$ cat config.mk
export PLATFORM = sky130hd
export DESIGN_NAME = hazard_scoreboard
export DESIGN_NICKNAME = d
export VERILOG_FILES = /design/src/rtl/hazard_scoreboard_pkg.sv /design/src/rtl/hazard_use_decode.sv /design/src/rtl/hazard_scoreboard.sv
export SDC_FILE = /design/constraint.sdc
export NUM_CORES = 1
export LEC_CHECK = 0
export ABC_AREA = 1
export CORE_ASPECT_RATIO = 0.75
export CORE_MARGIN = 2
export CORE_UTILIZATION = 55
export CTS_BUF_LIST = sky130_fd_sc_hd__clkbuf_4 sky130_fd_sc_hd__clkbuf_8
export CTS_CLUSTER_SIZE = 8
export DETAILED_ROUTE_END_ITERATION = 8
export GPL_ROUTABILITY_DRIVEN = 1
export HOLD_SLACK_MARGIN = 0.02
export PLACE_DENSITY = 0.73
export SYNTH_ARGS = -nofsm -noshare
export SYNTH_HDL_FRONTEND = slang
export SYNTH_SLANG_ARGS = --single-unit
$ cat constraint.sdc
create_clock -name clk -period 7.5 [get_ports clk]
set_input_delay 1.125 -clock clk [delete_from_list [all_inputs] [get_ports clk]]
set_output_delay 1.125 -clock clk [all_outputs]
set_load 0.05 [all_outputs]
$ cat src/rtl/hazard_scoreboard_pkg.sv
// rtl/hazard_scoreboard_pkg.sv - opcode and producer-latency constants shared by the hazard scoreboard and forwarding unit
package hazard_scoreboard_pkg;

    localparam logic [6:0] ARITHMETIC     = 7'b0110011;
    localparam logic [6:0] ARITHMETIC_IMM = 7'b0010011;
    localparam logic [6:0] LOAD           = 7'b0000011;
    localparam logic [6:0] STORE          = 7'b0100011;
    localparam logic [6:0] BRANCH         = 7'b1100011;
    localparam logic [6:0] JAL            = 7'b1101111;
    localparam logic [6:0] JALR           = 7'b1100111;
    localparam logic [6:0] LUI            = 7'b0110111;
    localparam logic [6:0] AUIPC          = 7'b0010111;

    localparam int LAT_ALU  = 0;
    localparam int LAT_LOAD = 1;
    localparam int LAT_MUL  = 3;
    localparam int LAT_DIV  = 7;

endpackage

$ cat src/rtl/hazard_use_decode.sv
// rtl/hazard_use_decode.sv - which register operands an opcode reads and writes (x0 never counts)
module hazard_use_decode
    import hazard_scoreboard_pkg::*;
#(
    parameter int REG_ADDR_W = 5
) (
    input  logic [6:0]            opcode,
    input  logic [REG_ADDR_W-1:0] rs1,
    input  logic [REG_ADDR_W-1:0] rs2,
    input  logic [REG_ADDR_W-1:0] rd,
    output logic                  use_rs1,
    output logic                  use_rs2,
    output logic                  writes_rd
);

    always_comb begin
        use_rs1   = (opcode inside {ARITHMETIC, ARITHMETIC_IMM, LOAD, STORE, BRANCH, JALR})
                    && (rs1 != '0);
        use_rs2   = (opcode inside {ARITHMETIC, STORE, BRANCH}) && (rs2 != '0);
        writes_rd = (opcode inside {ARITHMETIC, ARITHMETIC_IMM, LOAD, JAL, JALR, LUI, AUIPC})
                    && (rd != '0);
    end

endmodule

$ cat src/rtl/hazard_scoreboard.sv
// rtl/hazard_scoreboard.sv - per-register countdown scoreboard raising RAW/WAW stalls for the ID stage
// HAZARD_PERF_EN adds the saturating stall_cnt output.
module hazard_scoreboard
    import hazard_scoreboard_pkg::*;
#(
    parameter int NUM_REGS   = 32,
    parameter int REG_ADDR_W = 5,
    parameter int LAT_W      = 3,
    parameter int MAX_LAT    = 7
) (
    input  logic                  clk,
    input  logic                  reset,
    input  logic                  issue_valid,
    input  logic [6:0]            opcode,
    input  logic [REG_ADDR_W-1:0] rs1_ID,
    input  logic [REG_ADDR_W-1:0] rs2_ID,
    input  logic [REG_ADDR_W-1:0] rd_ID,
    input  logic [LAT_W-1:0]      lat_ID,
    input  logic                  pipe_hold,
    output logic                  pc_write,
    output logic                  IF_ID_write,
    output logic                  control_op,
    output logic                  hazard_rs1,
    output logic                  hazard_rs2,
    output logic                  hazard_waw
`ifdef HAZARD_PERF_EN
    ,
    output logic [31:0]           stall_cnt
`endif
);

    // Sized to the full index space so any rs/rd lookup stays in range; untracked slots stay 0.
    localparam int ENTRIES = 1 << REG_ADDR_W;

    logic [LAT_W-1:0] cnt_q [ENTRIES];
    logic [LAT_W-1:0] cnt_d [ENTRIES];
    logic             use_rs1, use_rs2, writes_rd;
    logic             hazard, issue_fire;

    hazard_use_decode #(.REG_ADDR_W(REG_ADDR_W)) u_decode (
        .opcode    (opcode),
        .rs1       (rs1_ID),
        .rs2       (rs2_ID),
        .rd        (rd_ID),
        .use_rs1   (use_rs1),
        .use_rs2   (use_rs2),
        .writes_rd (writes_rd)
    );

    always_comb begin
        hazard_rs1  = issue_valid && use_rs1 && (cnt_q[rs1_ID] != '0);
        hazard_rs2  = issue_valid && use_rs2 && (cnt_q[rs2_ID] != '0);
        hazard_waw  = issue_valid && writes_rd && (cnt_q[rd_ID] > lat_ID);
        hazard      = hazard_rs1 || hazard_rs2 || hazard_waw;
        pc_write    = !hazard;
        IF_ID_write = !hazard;
        control_op  = hazard;
        issue_fire  = issue_valid && !hazard && !pipe_hold && writes_rd;
    end

    // A fresh issue overrides the countdown of its destination in the same cycle.
    always_comb begin
        for (int r = 0; r < ENTRIES; r++) begin
            cnt_d[r] = cnt_q[r];
        end
        if (!pipe_hold) begin
            for (int r = 1; r < NUM_REGS; r++) begin
                if (issue_fire && (rd_ID == REG_ADDR_W'(r))) begin
                    cnt_d[r] = lat_ID;
                end else if (cnt_q[r] != '0) begin
                    cnt_d[r] = cnt_q[r] - LAT_W'(1);
                end
            end
        end
    end

    always_ff @(posedge clk) begin
        if (reset) begin
            for (int r = 0; r < ENTRIES; r++) begin
                cnt_q[r] <= '0;
            end
        end else begin
            for (int r = 0; r < ENTRIES; r++) begin
                cnt_q[r] <= cnt_d[r];
            end
        end
    end

    always_ff @(posedge clk) begin
        if (!reset && issue_fire) begin
            assert ({{(32-LAT_W){1'b0}}, lat_ID} <= MAX_LAT);
        end
    end

`ifdef HAZARD_PERF_EN
    logic [31:0] stall_cnt_q, stall_cnt_d;

    always_comb begin
        stall_cnt_d = stall_cnt_q;
        if (hazard && !pipe_hold && (stall_cnt_q != 32'hFFFF_FFFF)) begin
            stall_cnt_d = stall_cnt_q + 32'd1;
        end
    end

    always_ff @(posedge clk) begin
        if (reset) begin
            stall_cnt_q <= '0;
        end else begin
            stall_cnt_q <= stall_cnt_d;
        end
    end

    assign stall_cnt = stall_cnt_q;
`endif

endmodule

# After elaboration in Yosys (flattened, before gate mapping)
# Memory sizes are Yosys's and may differ from the RTL's.
# Index checks and enable logic that the tools add are counted.
[totals]
reg_bits = 0
ramBits = 96
in_bits = 29
out_inout_bits = 6
word_cells = 291
mem_count = 1
[memory_table]
columns = ["name", "words", "width", "rd", "rd_clocked_by_memory_dff", "write_ports", "line", "text"]
rows = [
  ["cnt_q", 32, 3, 34, 0, 32, "hazard_scoreboard.sv:35", "logic [LAT_W-1:0] cnt_q [ENTRIES];"],
]
[classes]
add_sub_neg = 31
n_lt_le_gt_ge = 1
eq_ne = 41
n_mux = 98
bitwise = 32
reduce_logical = 87
[ops]
columns = ["operator", "count"]
rows = [
  ["$mux 3", 94],
  ["$reduce_bool 3->1", 34],
  ["$mux 93", 1],
  ["$sub 3x1->3 const B", 31],
  ["$eq 5x5->1 const B", 16],
  ["$logic_and 1x1->1", 43],
  ["$eq 5x4->1 const B", 8],
  ["$or 1x1->1", 32],
  ["$eq 7x6->1 const B", 3],
  ["$eq 7x7->1 const B", 3],
  ["$eq 5x3->1 const B", 4],
  ["$reduce_bool 5->1", 3],
  ["$eq 7x5->1 const B", 2],
  ["$eq 5x2->1 const B", 2],
  ["$eq 7x2->1 const B", 1],
  ["$reduce_bool 7->1", 1],
  ["$reduce_bool 6->1", 1],
  ["$eq 5x1->1 const B", 1],
  ["$gt 3x3->1", 1],
  ["$mux 1", 3],
  ["$logic_not 1->1", 2],
  ["$logic_or 1x1->1", 2],
  ["$reduce_and 2->1", 1],
  ["$ne 0x0->1", 1],
]

# Depth between registers and ports, before layout
[depth]
word_depth = 15
ltp_mapped = 24
ltp_nobuf = 21

# Cells and area by module
# From an unflattened synthesis, not the netlist that was laid out.
[unflattened]
hier_cells = 1531
hier_area_um2 = 8948.6
[modules_own_cells]
columns = ["mod", "instances", "cells_each", "area_per_inst_um2", "seq_area_each_um2"]
rows = [
  ["hazard_scoreboard", 1, 1499, 8809.7, 1861.8],
  ["hazard_use_decode", 1, 32, 138.9, 0.0],
]

# Least setup slack after synthesis
# Ideal clock, no wire load.
[synth_timing]
kind = "input-to-output"
start = "input rd_ID[1]"
end = "output pc_write"
t_arrival_ns = 4.861
required_ns = 6.375
slack_ns = 1.514
path_stages = 19
path_buffers = 3
cell_sequence = "inv_1 nor2_1 inv_1 clkbuf_1 clkbuf_1 o22ai_1 o21ai_0 nand4_1 nand2_1 nand2_1 ha_1 nand2_1 o21ai_0 nand2_1 nor2_1 inv_1 nand3_1 inv_1 buf_4"
[synth_via]
elab_chain_len = 6
elab_cells_between_ends = 8
classes_between = "order compare (1); reduce/logical (6); memory (1)"
[synth_rtl]
columns = ["item", "line", "text"]
rows = [
  ["from (decl)", "hazard_scoreboard.sv:17", "input logic [REG_ADDR_W-1:0] rd_ID,"],
  ["parallel branches: the longest is 3 deep, another holds $mem_v2 32x3", "--", ""],
  ["$logic_and 1x1->1 *", "hazard_scoreboard.sv:53", "hazard_waw = issue_valid && writes_rd && (cnt_q[rd_ID] > lat_ID);"],
  ["named net hazard_waw", "hazard_scoreboard.sv:25", "output logic hazard_waw"],
  ["$logic_or 1x1->1 *", "hazard_scoreboard.sv:54", "hazard = hazard_rs1 || hazard_rs2 || hazard_waw;"],
  ["named net control_op", "hazard_scoreboard.sv:22", "output logic control_op,"],
  ["$logic_not 1->1 *", "--", ""],
  ["to (decl)", "hazard_scoreboard.sv:20", "output logic pc_write,"],
]
# Mark *: on every way through the listed nets, which the timed path passes.

# Final worst setup path
[layout_timing]
start = "input rd_ID[1]"
end = "output control_op"
[layout_via]
elab_chain_len = 5
elab_cells_between_ends = 7
classes_between = "order compare (1); reduce/logical (5); memory (1)"
[layout_rtl]
columns = ["item", "line"]
rows = [
  ["parallel branches: the longest is 3 deep, another holds $mem_v2 32x3", "--"],
  ["$logic_and 1x1->1 *", "hazard_scoreboard.sv:53"],
  ["$logic_or 1x1->1 *", "hazard_scoreboard.sv:54"],
  ["to (decl)", "hazard_scoreboard.sv:22"],
]
# Mark *: on every way between the ends.

==> impl_metrics.toml <==
[flow_run]
maxCapViolCount = 0

[logic_synthesis]
ys_ff_latch = 93
synth-async-reset-ratio = 0
yosysWarnings = 0
ys_types = 32
syn_nets = 1530
synth_cells = 1436
synth_top_area_share = 0.219
synth.area.top_cells = "dfxtp_1 (22%), nand2_1 (20%), nor2_1 (12%), ha_1 (9.6%), o21ai_0 (7.1%)"
avgSynthCellArea_um2 = 5.93
synth-edff-count = 0
syn_area_um2 = 8510
synth-seq-area-share = 0.219
synth_top_area_cell = "dfxtp_1"
synthFlopType = "dfxtp_1"

[setup_path]
endpoint_kind = "primary output"
start_kind = "input port"
arrival_ns = 5.08
critical_path_class = "input port to primary output"
cp_max_fo = 21
timing.rr.start = "cnt_q[30][1]$_SDFFE_PP0P_"
crit_required_ns = 6.38
cp-startpoint = "rd_ID[1]"

[clock_tree]
post_cts_resized = 0
cts_root_buffer = "clkbuf_8"
cts-buffers-inserted = 9
ctsHtreeMaxLevel = 3
cts_tree = "yes"
cts_setup_buffers = 0
ctsLongestPathBuffers = 2
path_clk_slew_ns = 0.08
clock-sinks = 93
clk_latency_ns = 0.40
holdBufCountCts = 0

[global_routing]
grt_pass1_wl_um = 43300
grt.overflow.total = 0
antenna_found_initial = 0
grt_usage = 0.333
grt_max_degree = 94
grt_pass1_vias = 7974

[final_layout]
largest_reg_flops = 93
final_common_cell = "nand2_1"
final_cell_mix = "nand2_1 (448), nor2_1 (261), inv_1 (133)"
drive_above_1_share = 0.0669
final_nets = 1539
antenna_cells = 0
reg_top3 = "cnt_q: 93 flops"
syn2layout_area_growth_pct = 7.73
regMostFlops = "cnt_q"
final_cells = 1655

[route]
drt_wl_total_um = 26800
vias = 9096
antenna_left = 0
firstDrtPassIters = 7
drc = 0
routed_via_density = 5.50
drt_iter0_markers = 1149
routedWlPerCell_um = 16.2

[floorplanning]
core_area_um2 = 15200
die_y_um = 112
die_w_um = 148
start_util = 0.561
floorplan.die_area_um2 = 16500
design.portCount = 35
row_count = 39

[place]
dpl.hpwl_um = 19100
dpl_worst_slack_ns = 1.36
dp.cells = 1639
routabilityCongestion = 1.01
portBuffers = 34

[power]
finalPower_mw = 2.51
p_per_area_nw_per_um2 = 274
peakVddDrop_mv = 0.148
p_leak_nw = 4.19

[hold_path]
hold_start = "cnt_q[27][0]$_SDFFE_PP0P_"
hold_path.class = "register to register"

[timing]
setup_viol = 0
slew_violations = 0
final.setup.worst_slack_ns = 1.29
finClkSkew_ns = 0.0153
fmax_mhz = 161
fin_crit_ns = 6.21
slew_headroom = 0.292
tns_ns = 0
rsz0062_at_grt = "false"
tightestPinTransition_ns = 1.06
fin_crit_sh = 0.827
hold_viol = 0

[outcome]
status = "complete, no violations"
## final timing paths
check | endpoint | slack, ns | depth (start not counted)
min reg2reg | cnt_q[27][0]$_SDFFE_PP0P_ | 0.56 | 2
max | control_op | 1.29 | 18
min | cnt_q[27][0]$_SDFFE_PP0P_ | 0.56 | 2
max reg2reg | cnt_q[11][2]$_SDFFE_PP0P_ | 3.83 | 19
## synth_stat cells, types with 4 or more instances
master / instances
inv_1: 134
buf_2: 7
nand2_1: 448
o21ai_2: 28
inv_2: 6
clkbuf_1: 34
dfxtp_1: 93
o21ai_1: 4
o221ai_1: 4
a21oi_1: 10
nand4_1: 6
o21ai_0: 121
a22oi_1: 4
nand3_1: 81
xnor2_1: 31
nor2_1: 261
o22ai_1: 37
ha_1: 65
nor2_4: 29
nor3_1: 11
## where the power goes
| part | switching [mW] | internal (mW) | total (mW) |
|---|---|---|---|
| Sequential | 0.107 | 0.642 | 0.749 |
| Combinational | 0.893 | 0.530 | 1.42 |
| Clock | 0.200 | 0.139 | 0.339 |
## worst max-delay path: stages
cell and delay [ns]:
clkdlybuf4s50_1 0.47, inv_1 0.10, nor2_1 0.04, buf_4 0.18
inv_1 0.52, o22ai_1 0.12, o21ai_0 0.26, nand2_1 0.08
a221oi_1 0.23, o21ai_0 0.13, ha_1 0.32, nand2_1 0.04
o21ai_0 0.14, nand2_1 0.12, nor2_1 0.16, inv_1 0.11
nand3_1 0.11, clkdlybuf4s50_1 0.81
## per-stage QoR
stage          hold slack, ns  instance area, um2   util
2_1_floorplan           0.492                8510      -
3_3_place_gp            0.539                8980  0.592
3_5_place_dp            0.543                8980  0.592
4_1_cts                 0.555                9170  0.604
5_1_grt                 0.607                9170  0.604
6_report                0.563                9170  0.604
## cells by family after synthesis
kind of cell               Yosys count  synth area share
and+or+nand+nor                    842             0.416
AOI/OAI and AO/OA                  215             0.150
buffers and inverters              190            0.0879
adders and majority gates           65            0.0955
DFF                                 93             0.219
xor gates and xnor gates            31            0.0319
## final cells by class
type	instances	area [um2]
Clock buffer	12	153
Tap cell	205	256
Inverter	142	533
Sequential cell	93	1860
Multi-Input combinational cell	1153	5900
Clock inverter	4	33.8
Fill cell	1538	6000
Timing Repair Buffer	46	430
## layer usage
layer	vias to the layer above	GRT usage	wire length (um)
li1	4575	-	-
met4	0	0.107	654
met3	63	0.0775	2830
met1	4038	0.486	12300
met2	420	0.482	11000
met5	-	0	0
Note: power is estimated with default switching activity, not from simulation.
==> edit, RTL diff (same settings) <==
Change the parameter `LAT_W` from 3 to 6.
--- a/src/rtl/hazard_scoreboard.sv
+++ b/src/rtl/hazard_scoreboard.sv
@@ -5,7 +5,7 @@
 #(
     parameter int NUM_REGS   = 32,
     parameter int REG_ADDR_W = 5,
-    parameter int LAT_W      = 3,
+    parameter int LAT_W      = 6,
     parameter int MAX_LAT    = 7
 ) (
     input  logic                  clk,
Ports: changed (resized lat_ID); port bits go from 35 to 38. No check against the original RTL was run, so the function may have changed too.
==> edit against the unedited design <==
- power rose by 120%
- sequential power rose by 100%
- final area increased by 80%
- register-to-register slack worse by 1.5 ns
- synthesized area up 84%
- critical path type is now in2reg
- clock power increased by 100%
- setup slack worse by 0.49 ns
- clock skew up 0.0067 ns
- global-route usage grew 7.8 points
- sequential cell count grew 93
- routed wire length increased by 130%
==> edit: results (changes against the unedited design) <==
Detailed routing
  – Initial drt markers: 2,370 (+110%)
  – Vias per cell: 5.76 (+4.8%)
  – Drt wl/cell: 19.0 um (+17%)
  – Total iterations of the first detailed-routing run: 8 (+1)

Synthesis
  – Synth cell types: 38 (+19%)
  – Top cells by area, synth: dfxtp_1, nand2_1, nor2_1
  – Synth cell count leaders: nand2_1, nor2_1, inv_1
  – Sequential area share after synthesis: 23.8% (+2.0 points)

Hold path
  – Hold endpoint: cnt_q[6][5]
  – Hold Path Origin: cnt_q[6][5]

Setup path
  – Worst Path Max Fanout: 42 (+100%)
  – Crit Reg-Reg Endpoint: cnt_q[20][3]
  – CP Data Arrival Time: 7.10 ns (+2.02 ns)
  – Crit end category: register
  – R2r setup slk: 2.34 ns (-1.49 ns)
  – Crit-path max cell delay: 0.93 ns (+0.12 ns)
  – CP max-delay cell: a2111oi_0
  – Delay-heaviest family, CP: simple AND/OR/NAND/NOR gates
  – Worst setup path startpoint: rd_ID[0]

Global routing
  – GRT Overall Usage: 41.1% (+7.8 points)
  – First-pass GRT wire length: 93.0 mm (+110%)
  – Number of global-route vias before repair: 16,100 (+100%)
  – Initial antenna violation count: 2 (+2)
  – Largest net degree at the start of global routing: 77 (-18%)

STA
  – Final Cycle Share: 89.3% (+6.5 points)
  – Final Skew: 0.0221 ns (+0.00675 ns)
  – Slew headroom: 26.9% (-2.3 points)
  – WHS: 0.465 ns (-0.0989 ns)

Power
  – Power Sequential: 1.53 mW (+100%)
  – P_clk: 0.691 mW (+100%)
  – P_leak: 8.58 nW (+100%)
  – Switching part of the total: 50.8% (+3.1 points)
  – Worst VDD drop: 0.000202 V (+36%)

Clock tree
  – CTS clk-pin slew, worst paths: 0.10 ns (+0.02 ns)
  – H-tree depth: 4 (+1)
  – CTS Buf Count: 17 (+8)
  – Clk_lat worst skew: 0.53 ns (+0.13 ns)
  – Post-cts sizing count: 0 (unchanged)

Final layout
  – Final net count: 2,882 (+87%)
  – Filler cells: 2,927 (+90%)
  – Share of layout cells above drive strength 1: 3.64% (-3.0 points)

Placed design
  – Routability Congestion: 1.03 (+2.3%)
  – Port bufs: 37 (+8.8%)
  – Place WS: 0.620 ns (-0.742 ns)
  – Area after DPL: 16,100 sq um (+79%)

Status
  – Status: completed
==> edit: changes by cell type after synthesis, moves of 42 or more <==
cell,delta
buf_2,+49
dfxtp_1,+93
inv_1,+160
nand2_1,+488
nand3_1,+46
nor2_1,+321
nor3_1,+42
o21ai_0,+62
o21ai_1,+58
xor2_1,+72
==> edit: worst min-delay path, stage by stage (launching register included) <==
cell     delay (ns)
dfxtp_1        0.32
nand2_1        0.05
a21oi_1        0.05
==> edit: per-stage QoR <==
step	utilization [%]	total power, mW	cells
4_1_cts	58.9	5.43	3211
2_1_floorplan	-	4.02	2866
3_3_place_gp	57.6	4.65	3179
6_report	58.9	5.52	3211
5_1_grt	58.9	6.06	3211
3_5_place_dp	57.6	4.73	3179
==> edit: layout make-up <==
class | count | area, sq um | area share [%]
Sequential cell | 186 | 3720 | 22.6
Clock buffer | 23 | 310 | 1.88
Tap cell | 385 | 482 | 2.92
Timing Repair Buffer | 70 | 646 | 3.92
Multi-Input combinational cell | 2236 | 10100 | 61.4
Inverter | 302 | 1140 | 6.89
Clock inverter | 9 | 62.6 | 0.380
==> edit: per-layer routing <==
layer | routed length (um) | GRT usage [%] | up-vias | part of all wire (%)
li1 | - | - | 8890 | -
met1 | 25100 | 57.6 | 8265 | 41
met2 | 24800 | 60.2 | 1146 | 41
met3 | 8130 | 9.11 | 192 | 13
met4 | 2940 | 17.6 | 2 | 4.8
met5 | 13 | 0 | - | 0.021
==> edit: kinds of logic (layout without fill, tap and decap cells) <==
group / Yosys count / after routing / share of synthesized area [%]
AND/OR/NAND/NOR: 1740 / 1740 / 44.2
buffers and inverters: 444 / 404 / 11.4
XOR/XNOR: 72 / 72 / 4.03
flip-flops: 186 / 186 / 23.8
AO/OA/AOI/OAI: 387 / 387 / 13.6
adder cells (fa/ha/maj): 37 / 37 / 2.96
